===== src/rtl/systolic_feeder_if.sv =====
// Operand load stream for systolic_feeder: one beat carries column k of A and row k of B.
interface systolic_feeder_if #(
    parameter int unsigned DW = 16
) ();
    logic          in_valid;
    logic          in_ready;
    logic [DW-1:0] in_a0;
    logic [DW-1:0] in_a1;
    logic [DW-1:0] in_b0;
    logic [DW-1:0] in_b1;

    modport master (
        output in_valid, in_a0, in_a1, in_b0, in_b1,
        input  in_ready
    );

    modport slave (
        input  in_valid, in_a0, in_a1, in_b0, in_b1,
        output in_ready
    );
endinterface


===== src/rtl/systolic_feeder.sv =====
// Buffers one A (2xK) / B (Kx2) operand pair, then clears the 2x2 systolic array and
// feeds it with row/column skew, pulsing done once the result has drained through.
module systolic_feeder #(
    parameter int unsigned DW    = 16,
    parameter int unsigned K     = 2,
    parameter int unsigned DRAIN = 3
) (
    input  logic             clk,
    input  logic             rst,
    systolic_feeder_if.slave ld,
    output logic [DW-1:0]    a1,
    output logic [DW-1:0]    a2,
    output logic [DW-1:0]    b1,
    output logic [DW-1:0]    b2,
    output logic             sys_rst,
    output logic             busy,
    output logic             done
);
    localparam int unsigned CW  = $clog2(K + 1);
    localparam int unsigned DCW = $clog2(DRAIN + 2);

    localparam logic [2:0] StLoad  = 3'd0;
    localparam logic [2:0] StClear = 3'd1;
    localparam logic [2:0] StFeed  = 3'd2;
    localparam logic [2:0] StDrain = 3'd3;
    localparam logic [2:0] StDone  = 3'd4;

    logic [2:0]     state_q, state_d;
    logic [CW-1:0]  beat_q, beat_d;
    logic [CW-1:0]  step_q, step_d;
    logic [DCW-1:0] dcnt_q, dcnt_d;

    logic [DW-1:0]  a0_buf [K];
    logic [DW-1:0]  a1_buf [K];
    logic [DW-1:0]  b0_buf [K];
    logic [DW-1:0]  b1_buf [K];

    logic [DW-1:0]  a1_d, a2_d, b1_d, b2_d;
    logic           sys_rst_d, busy_d, done_d;
    logic           hs;

    assign ld.in_ready = (state_q == StLoad) && !rst;
    assign hs          = ld.in_valid && ld.in_ready;

    // Out-of-range indices (step K, or step 0 minus one) select nothing and yield zero.
    function automatic logic [DW-1:0] pick(input logic [DW-1:0] v [K], input logic [CW-1:0] idx);
        logic [DW-1:0] r;
        r = '0;
        for (int i = 0; i < K; i++) begin
            if (idx == CW'(i)) r = v[i];
        end
        return r;
    endfunction

    always_comb begin
        state_d = state_q;
        beat_d  = beat_q;
        step_d  = step_q;
        dcnt_d  = dcnt_q;
        case (state_q)
            StLoad: begin
                if (hs) begin
                    if (beat_q == CW'(K - 1)) begin
                        state_d = StClear;
                        beat_d  = '0;
                    end else begin
                        beat_d = beat_q + 1'b1;
                    end
                end
            end
            StClear: begin
                state_d = StFeed;
                step_d  = '0;
            end
            StFeed: begin
                if (step_q == CW'(K)) begin
                    state_d = (DRAIN == 0) ? StDone : StDrain;
                    dcnt_d  = '0;
                end else begin
                    step_d = step_q + 1'b1;
                end
            end
            StDrain: begin
                if (dcnt_q == DCW'(DRAIN - 1)) state_d = StDone;
                else                           dcnt_d  = dcnt_q + 1'b1;
            end
            StDone:  state_d = StLoad;
            default: state_d = StLoad;
        endcase
    end

    // Outputs are registered, so they are computed from the state being entered.
    always_comb begin
        a1_d      = '0;
        a2_d      = '0;
        b1_d      = '0;
        b2_d      = '0;
        sys_rst_d = (state_d == StClear);
        busy_d    = (state_d != StLoad);
        done_d    = (state_d == StDone);
        if (state_d == StFeed) begin
            a1_d = pick(a0_buf, step_d);
            b1_d = pick(b0_buf, step_d);
            if (step_d != '0) begin
                a2_d = pick(a1_buf, step_d - 1'b1);
                b2_d = pick(b1_buf, step_d - 1'b1);
            end
        end
    end

    always_ff @(posedge clk) begin
        if (rst) begin
            state_q <= StLoad;
            beat_q  <= '0;
            step_q  <= '0;
            dcnt_q  <= '0;
            for (int i = 0; i < K; i++) begin
                a0_buf[i] <= '0;
                a1_buf[i] <= '0;
                b0_buf[i] <= '0;
                b1_buf[i] <= '0;
            end
            a1      <= '0;
            a2      <= '0;
            b1      <= '0;
            b2      <= '0;
            sys_rst <= 1'b1;
            busy    <= 1'b0;
            done    <= 1'b0;
        end else begin
            state_q <= state_d;
            beat_q  <= beat_d;
            step_q  <= step_d;
            dcnt_q  <= dcnt_d;
            if (hs) begin
                for (int i = 0; i < K; i++) begin
                    if (beat_q == CW'(i)) begin
                        a0_buf[i] <= ld.in_a0;
                        a1_buf[i] <= ld.in_a1;
                        b0_buf[i] <= ld.in_b0;
                        b1_buf[i] <= ld.in_b1;
                    end
                end
            end
            a1      <= a1_d;
            a2      <= a2_d;
            b1      <= b1_d;
            b2      <= b2_d;
            sys_rst <= sys_rst_d;
            busy    <= busy_d;
            done    <= done_d;
        end
    end
endmodule


===== src/flat_wrapper.sv =====
// flat-port wrapper written by rule: the top's interface ports become plain ports
module systolic_feeder_flat 
#(
    parameter int unsigned DW    = 16,
    parameter int unsigned K     = 2,
    parameter int unsigned DRAIN = 3
)
  (clk, rst, a1, a2, b1, b2, sys_rst, busy, done, ld_in_valid, ld_in_a0, ld_in_a1, ld_in_b0, ld_in_b1, ld_in_ready);
  systolic_feeder_if #(.DW(DW)) ld_i ();
  input  logic clk;
  input  logic rst;
  output logic [DW-1:0] a1;
  output logic [DW-1:0] a2;
  output logic [DW-1:0] b1;
  output logic [DW-1:0] b2;
  output logic sys_rst;
  output logic busy;
  output logic done;
  input wire logic [$bits(ld_i.in_valid)-1:0] ld_in_valid;
  input wire logic [$bits(ld_i.in_a0)-1:0] ld_in_a0;
  input wire logic [$bits(ld_i.in_a1)-1:0] ld_in_a1;
  input wire logic [$bits(ld_i.in_b0)-1:0] ld_in_b0;
  input wire logic [$bits(ld_i.in_b1)-1:0] ld_in_b1;
  output wire logic [$bits(ld_i.in_ready)-1:0] ld_in_ready;
  assign ld_i.in_valid = ld_in_valid;
  assign ld_i.in_a0 = ld_in_a0;
  assign ld_i.in_a1 = ld_in_a1;
  assign ld_i.in_b0 = ld_in_b0;
  assign ld_i.in_b1 = ld_in_b1;
  assign ld_in_ready = ld_i.in_ready;
  systolic_feeder #(.DW(DW), .K(K), .DRAIN(DRAIN)) u_core (.clk(clk), .rst(rst), .ld(ld_i), .a1(a1), .a2(a2), .b1(b1), .b2(b2), .sys_rst(sys_rst), .busy(busy), .done(done));
endmodule

===== config.mk =====
export PLATFORM = sky130hd
export DESIGN_NAME = systolic_feeder_flat
export DESIGN_NICKNAME = d
export VERILOG_FILES = /design/src/rtl/systolic_feeder_if.sv /design/src/rtl/systolic_feeder.sv /design/src/flat_wrapper.sv
export SDC_FILE = /design/constraint.sdc
export NUM_CORES = 1
export LEC_CHECK = 0
export CAP_MARGIN = 5
export CORE_UTILIZATION = 55
export CTS_CLUSTER_DIAMETER = 100
export DETAILED_ROUTE_END_ITERATION = 8
export GPL_TIMING_DRIVEN = 0
export HOLD_SLACK_MARGIN = 0.05
export PLACE_DENSITY = 0.82
export SLEW_MARGIN = 10
export SYNTH_ARGS = -nofsm -noshare
export SYNTH_HDL_FRONTEND = slang
export SYNTH_SLANG_ARGS = --single-unit

===== constraint.sdc =====
create_clock -name clk -period 2.8 [get_ports clk]
set_input_delay 0.28 -clock clk [delete_from_list [all_inputs] [get_ports clk]]
set_output_delay 0.28 -clock clk [all_outputs]
set_load 0.005 [all_outputs]

After elaboration in Yosys (flattened, before gate mapping)
Index checks and enable logic that the tools add are counted.
{"block": "word_totals", "in_bits": 67, "regBits": 205, "wordCells": 73, "out_inout_bits": 68}
{"block": "classes", "bitwise": 2, "muxes": 19, "reduce_logical": 16, "eq_ne": 13, "add_sub_neg": 4}
{"cell": "2-to-1 mux 16 bit", "count": 8}
{"cell": "2-to-1 mux 3 bit", "count": 6}
{"cell": "== test 3 x 2 -> 1 bit (second input constant)", "count": 4}
{"cell": "case mux 3 bit (4 select lines)", "count": 1}
{"cell": "== test 2 x 1 -> 1 bit (second input constant)", "count": 3}
{"cell": "== test 3 x 1 -> 1 bit (second input constant)", "count": 2}
{"cell": "zero test 2 bit", "count": 3}
{"cell": "case mux 3 bit (2 select lines)", "count": 1}
{"cell": "AND reduction 2 bit", "count": 3}
{"cell": "adder 2 x 1 -> 2 bit (second input constant)", "count": 2}
{"cell": "2-to-1 mux 2 bit", "count": 2}
{"cell": "case mux 2 bit (2 select lines)", "count": 1}
{"cell": "nonzero test 2 bit", "count": 2}
{"cell": "adder 3 x 1 -> 3 bit (second input constant)", "count": 1}
{"cell": "== test 3 bit (second input constant)", "count": 1}
{"cell": "zero test 3 bit", "count": 1}
{"cell": "AND reduction 3 bit", "count": 1}
{"cell": "nonzero test 3 bit", "count": 1}
{"cell": "OR reduction 3 bit", "count": 1}
{"cell": "== test 2 bit (second input constant)", "count": 1}
{"cell": "logical AND 1 bit", "count": 2}
{"cell": "!= test 2 x 1 -> 1 bit (second input constant)", "count": 1}
{"cell": "!= test 2 bit (second input constant)", "count": 1}
{"cell": "inverter 1 bit", "count": 2}
{"cell": "3 further kinds", "count": 3}

Longest topological paths before layout
{"block": "depth", "word_depth": 8, "ltp_mapped": 9, "ltp_nobuf": 6}

Least setup slack after synthesis
No wires, ideal clock.
{"block": "synth_path", "path_type": "register to register", "startpoint": "register u_core.step_q[1]", "endpoint": "register u_core.a2[10]", "stages_incl_launch_ff": 8, "slack_ns": 0.930, "setup_ns": 0.122, "period_less_slack_ns": 1.870, "n_path_buf": 1, "arrival_time_ns": 1.748, "required_time_ns": 2.678, "cell_sequence": "dfxtp_1 inv_1 ha_1 and4bb_2 a211o_1 nand2_1 buf_2 o22ai_1"}
{"block": "synth_via", "elab_chain_len": 7, "elab_cells_between_ends": 16, "cone_classes": "add/sub (2); eq/ne (3); mux (6); bitwise (2); reduce/logical (3)"}
{"element": "start, declared", "line_no": "systolic_feeder.sv:30", "source": "logic [CW-1:0] step_q, step_d;"}
{"element": "start signal, assigned", "line_no": "systolic_feeder.sv:133", "source": "step_q <= step_d;"}
{"element": "adder 2 x 1 -> 2 bit or == test 2 bit (tied branches)", "line_no": "systolic_feeder.sv:80, systolic_feeder.sv:76"}
{"element": "2-to-1 mux 2 bit", "line_no": "systolic_feeder.sv:76", "source": "if (step_q == CW'(K)) begin"}
{"element": "case mux 2 bit (2 select lines)", "line_no": "systolic_feeder.sv:60", "source": "case (state_q)"}
{"element": "subtractor 2 x 1 -> 2 bit", "line_no": "systolic_feeder.sv:105", "source": "a2_d = pick(a1_buf, step_d - 1'b1);"}
{"element": "zero test 2 bit", "line_no": "systolic_feeder.sv:50", "source": "if (idx == CW'(i)) r = v[i];"}
{"element": "2-to-1 mux 16 bit (2 in series)", "line_no": "systolic_feeder.sv:50"}
{"element": "end signal, assigned", "line_no": "systolic_feeder.sv:124", "source": "a2 <= '0;"}
{"element": "end signal, assigned", "line_no": "systolic_feeder.sv:146", "source": "a2 <= a2_d;"}
{"element": "end, declared", "line_no": "systolic_feeder.sv:12", "source": "output logic [DW-1:0] a2,"}
Parallel ways exist; a longest one is shown, timed or not.
A chain may end at the register's enable or synchronous reset.

Worst setup path in the final report
{"block": "layout_path", "startpoint": "register u_core.step_q[1]", "endpoint": "register u_core.a2[8]"}
Same word-level chain as after synthesis.

==> results.toml <==
[cts]
numCtsBuffers = 20
clockBufferDepth = 3
clk_transition_reported_paths_ns = 0.06
post-cts-setup-buffers = 0
postCtsResizedCells = 0
cts_tree = "built"
cts_root_buffer = "clkbuf_16"
clock_latency_ns = 0.49
cts.sinks = 205
h-tree-depth = 1
ctsHoldBuffers = 0

[detailed_routing]
drtAntennaViolNets = 0
first_pass_iters = 5
wl_per_cell_um = 15.7
totalWireLength_mm = 19.8
drc_errors = 0
vias = 6734
routed_via_density = 5.35
first_iter_violations = 596

[synthesis]
yosysUniqueCellTypes = 41
synthCells = 913
synthXorXnorAreaFrac_pct = 0.228
synth-seq-area-share_pct = 53.4
synthMuxAreaShare_pct = 0.130
synth_top_family_by_area = "simple AND/OR/NAND/NOR gates"
synth_seq_cells = 205
synth-simple-area-share_pct = 22.7
syn-cell-area_um2 = 7690
synth_top_area_share_pct = 53.4
syn_area_per_cell_um2 = 8.42
synth.area.top_cells = "dfxtp_1 (53%), nand2_1 (17%), a21oi_2 (6.8%)"
syn-num-nets = 984
synth_compound_area_share_pct = 17.6
synth_largest_area_cell = "dfxtp_1"
ys_warn_count = 0
synth_fa_ha_area_share_pct = 0.651

[sta]
fin_skew_ns = 0.0105
max_freq_mhz = 418
period_minus_slack_ns = 2.39
worst_slack_ns = 0.410
tightest_slew_ns = 0.782
finalHoldViolCount = 0
final.setup.tns_ns = 0
rsz0062_at_grt = "false"
final.period_utilization_pct = 85.4
drv_slew = 0
relSlewSlack_pct = 47.9
setup_viol = 0
hold_ws_ns = 0.329

[global_routing]
grt-ovfl-total = 0
grt_max_degree = 15
antenna_found_initial = 0
grt_pass1_vias = 6324
grt_usage_pct = 27.4
grt_pass1_wl_mm = 31.5

[finish]
area_delta_synth_final_pct = 28.9
multiInputGateArea_um2 = 3180
num_antenna_cells = 0
layout_commonest_cell = "nand2_1"
layout_common_cells = "nand2_1 (355), dfxtp_1 (205), clkdlybuf4s50_1 (133)"
seqCellArea_um2 = 4100
drive_above_1_share_pct = 14.3
nFillCells = 1041
fin_cells = 1258
nNetsFinal = 1139

[worst_setup_path]
cp.required_ns = 3.15
crit_fanout = 10
start_kind = "flip-flop"
slowest_delay_ns = 0.45
arrival_ns = 2.74
crit_buf_inv = 2
end_kind = "flip-flop"
timing_worst_setup_path_type = "reg2reg"
r2r-start = "u_core.step_q[1]"
critPathLaunch = "u_core.step_q[1]"
path_cells = "inv_1, ha_1, and4bb_2, a211o_1, nand2_1, buf_2, o22ai_1"
crit_slowest_cell = "dfxtp_1"
cp_top_family = "simple AND/OR/NAND/NOR gates"

[power_and_ir_drop]
p_per_area_nw_per_um2 = 633
power_frac_seq_pct = 48.6
p_comb_share_pct = 8.4
power.internal_mw = 4.83
power_mw = 6.27
ir_worst_vdd_mv = 0.504
switching_share_pct = 23.0
p_sw_mw = 1.44
p_leak_nw = 3.31
clkPwrFrac_pct = 43.0

[flow_run]
cap_violations = 0

[die]
initial_core_util_pct = 57.2
coreArea_um2 = 13500
rows = 42
die_width_um = 120
die-area_um2 = 14500
die_height_um = 120
io_pins = 135

[outcome]
outcome = "finished clean"

[worst_hold_path]
min-delay-start = "rst"
min_path_type = "in2reg"

[place]
dp_hpwl_mm = 13.2
place_inst = 1222
post-place-ws_ns = 0.488
routabilityCongestion = 0.853
port_buffers = 133
==> layer usage <==
metal / global-route usage [%] / wire [um]
met5: 0 / 0
met4: 9.88 / 505
met3: 4.91 / 1410
met2: 44.8 / 9230
met1: 36.4 / 8640
==> worst paths after layout <==
kind                                    endpoint  slack, ns  cells after the start
worst max-delay path                u_core.a2[8]       0.41                      7
worst min-delay path            u_core.dcnt_q[0]       0.33                      3
worst max register to register      u_core.a2[8]       0.41                      7
worst min register to register  u_core.b0_buf[7]       0.45                      2
==> through the flow <==
step                      area (um^2)  util [%]
after floorplan                  7690         -
after global placement           9240      68.7
after detailed placement         9240      68.7
after CTS                        9910      73.7
after global routing             9910      73.7
final                            9910      73.7
==> final cells by class <==
class / count / share of cell area (%)
inverter: 5 / 0.189
tap: 176 / 2.22
multi-input combinational: 635 / 32.0
clock buffer: 36 / 6.78
timing repair buffer: 133 / 13.4
buffer: 68 / 3.94
sequential: 205 / 41.4
==> worst min-delay path: cells and delay by family <==
family | cells | cell delay, ns
AO/OA/AOI/OAI | 2 | 0.22
buffers and inverters | 1 | 0.26
==> synthesized netlist by cell type <==
cell and count:
a31oi_1 1, nor3_4 1, o2111ai_1 1, o22ai_1 27
and4bb_2 1, o21bai_1 1, nor3_1 1, nand2b_1 1
and3_1 4, buf_4 1, mux2i_1 1, nand3b_1 2
nor3b_1 3, a211oi_2 1, ha_1 4, o21a_1 1
buf_6 14, nand3_1 11, a211o_1 2, nor2b_1 4
nor4bb_1 1, nand2_2 23, a21boi_0 6, or4_4 1
o211ai_1 1, dfxtp_1 205, inv_1 5, or3_1 2
buf_2 21, o21ai_0 3, a21oi_2 60, nand2_1 355
xor2_1 1, a31o_2 1, nor2_1 8, a21oi_1 101
xnor2_1 1, nor4_1 2, a211oi_4 1, and2_1 1
clkbuf_1 32
==> cell families after synthesis <==
logic type	count (synthesis)
and+or+nand+nor	421
AOI/OAI and AO/OA	207
DFF	205
buffers and inverters	73
adders and majority gates	4
xor gates and xnor gates	2
muxes	1
==> state kept, by name (all words and copies together), names as in the netlist <==
| signal | cells |
|---|---|
| u_core.a0_buf | 32 |
| u_core.a1 | 16 |
| u_core.a1_buf | 32 |
| u_core.a2 | 16 |
| u_core.b0_buf | 32 |
| u_core.b1 | 16 |
| u_core.b1_buf | 32 |
| u_core.b2 | 16 |
| u_core.beat_q | 2 |
| u_core.busy | 1 |
| u_core.dcnt_q | 3 |
| u_core.done | 1 |
| u_core.state_q | 3 |
| u_core.step_q | 2 |
| u_core.sys_rst | 1 |
==> power groups by stage <==
stage	clock, mW	sequential (mW)	combinational, mW
finish	2.70	3.05	0.528
global route	2.83	3.05	0.574
CTS	2.71	3.05	0.527
detailed placement	0	3.11	0.520
global placement	0	3.11	0.515
floorplan	0	3.10	0.307
Note: power is estimated with default switching activity, not from simulation.
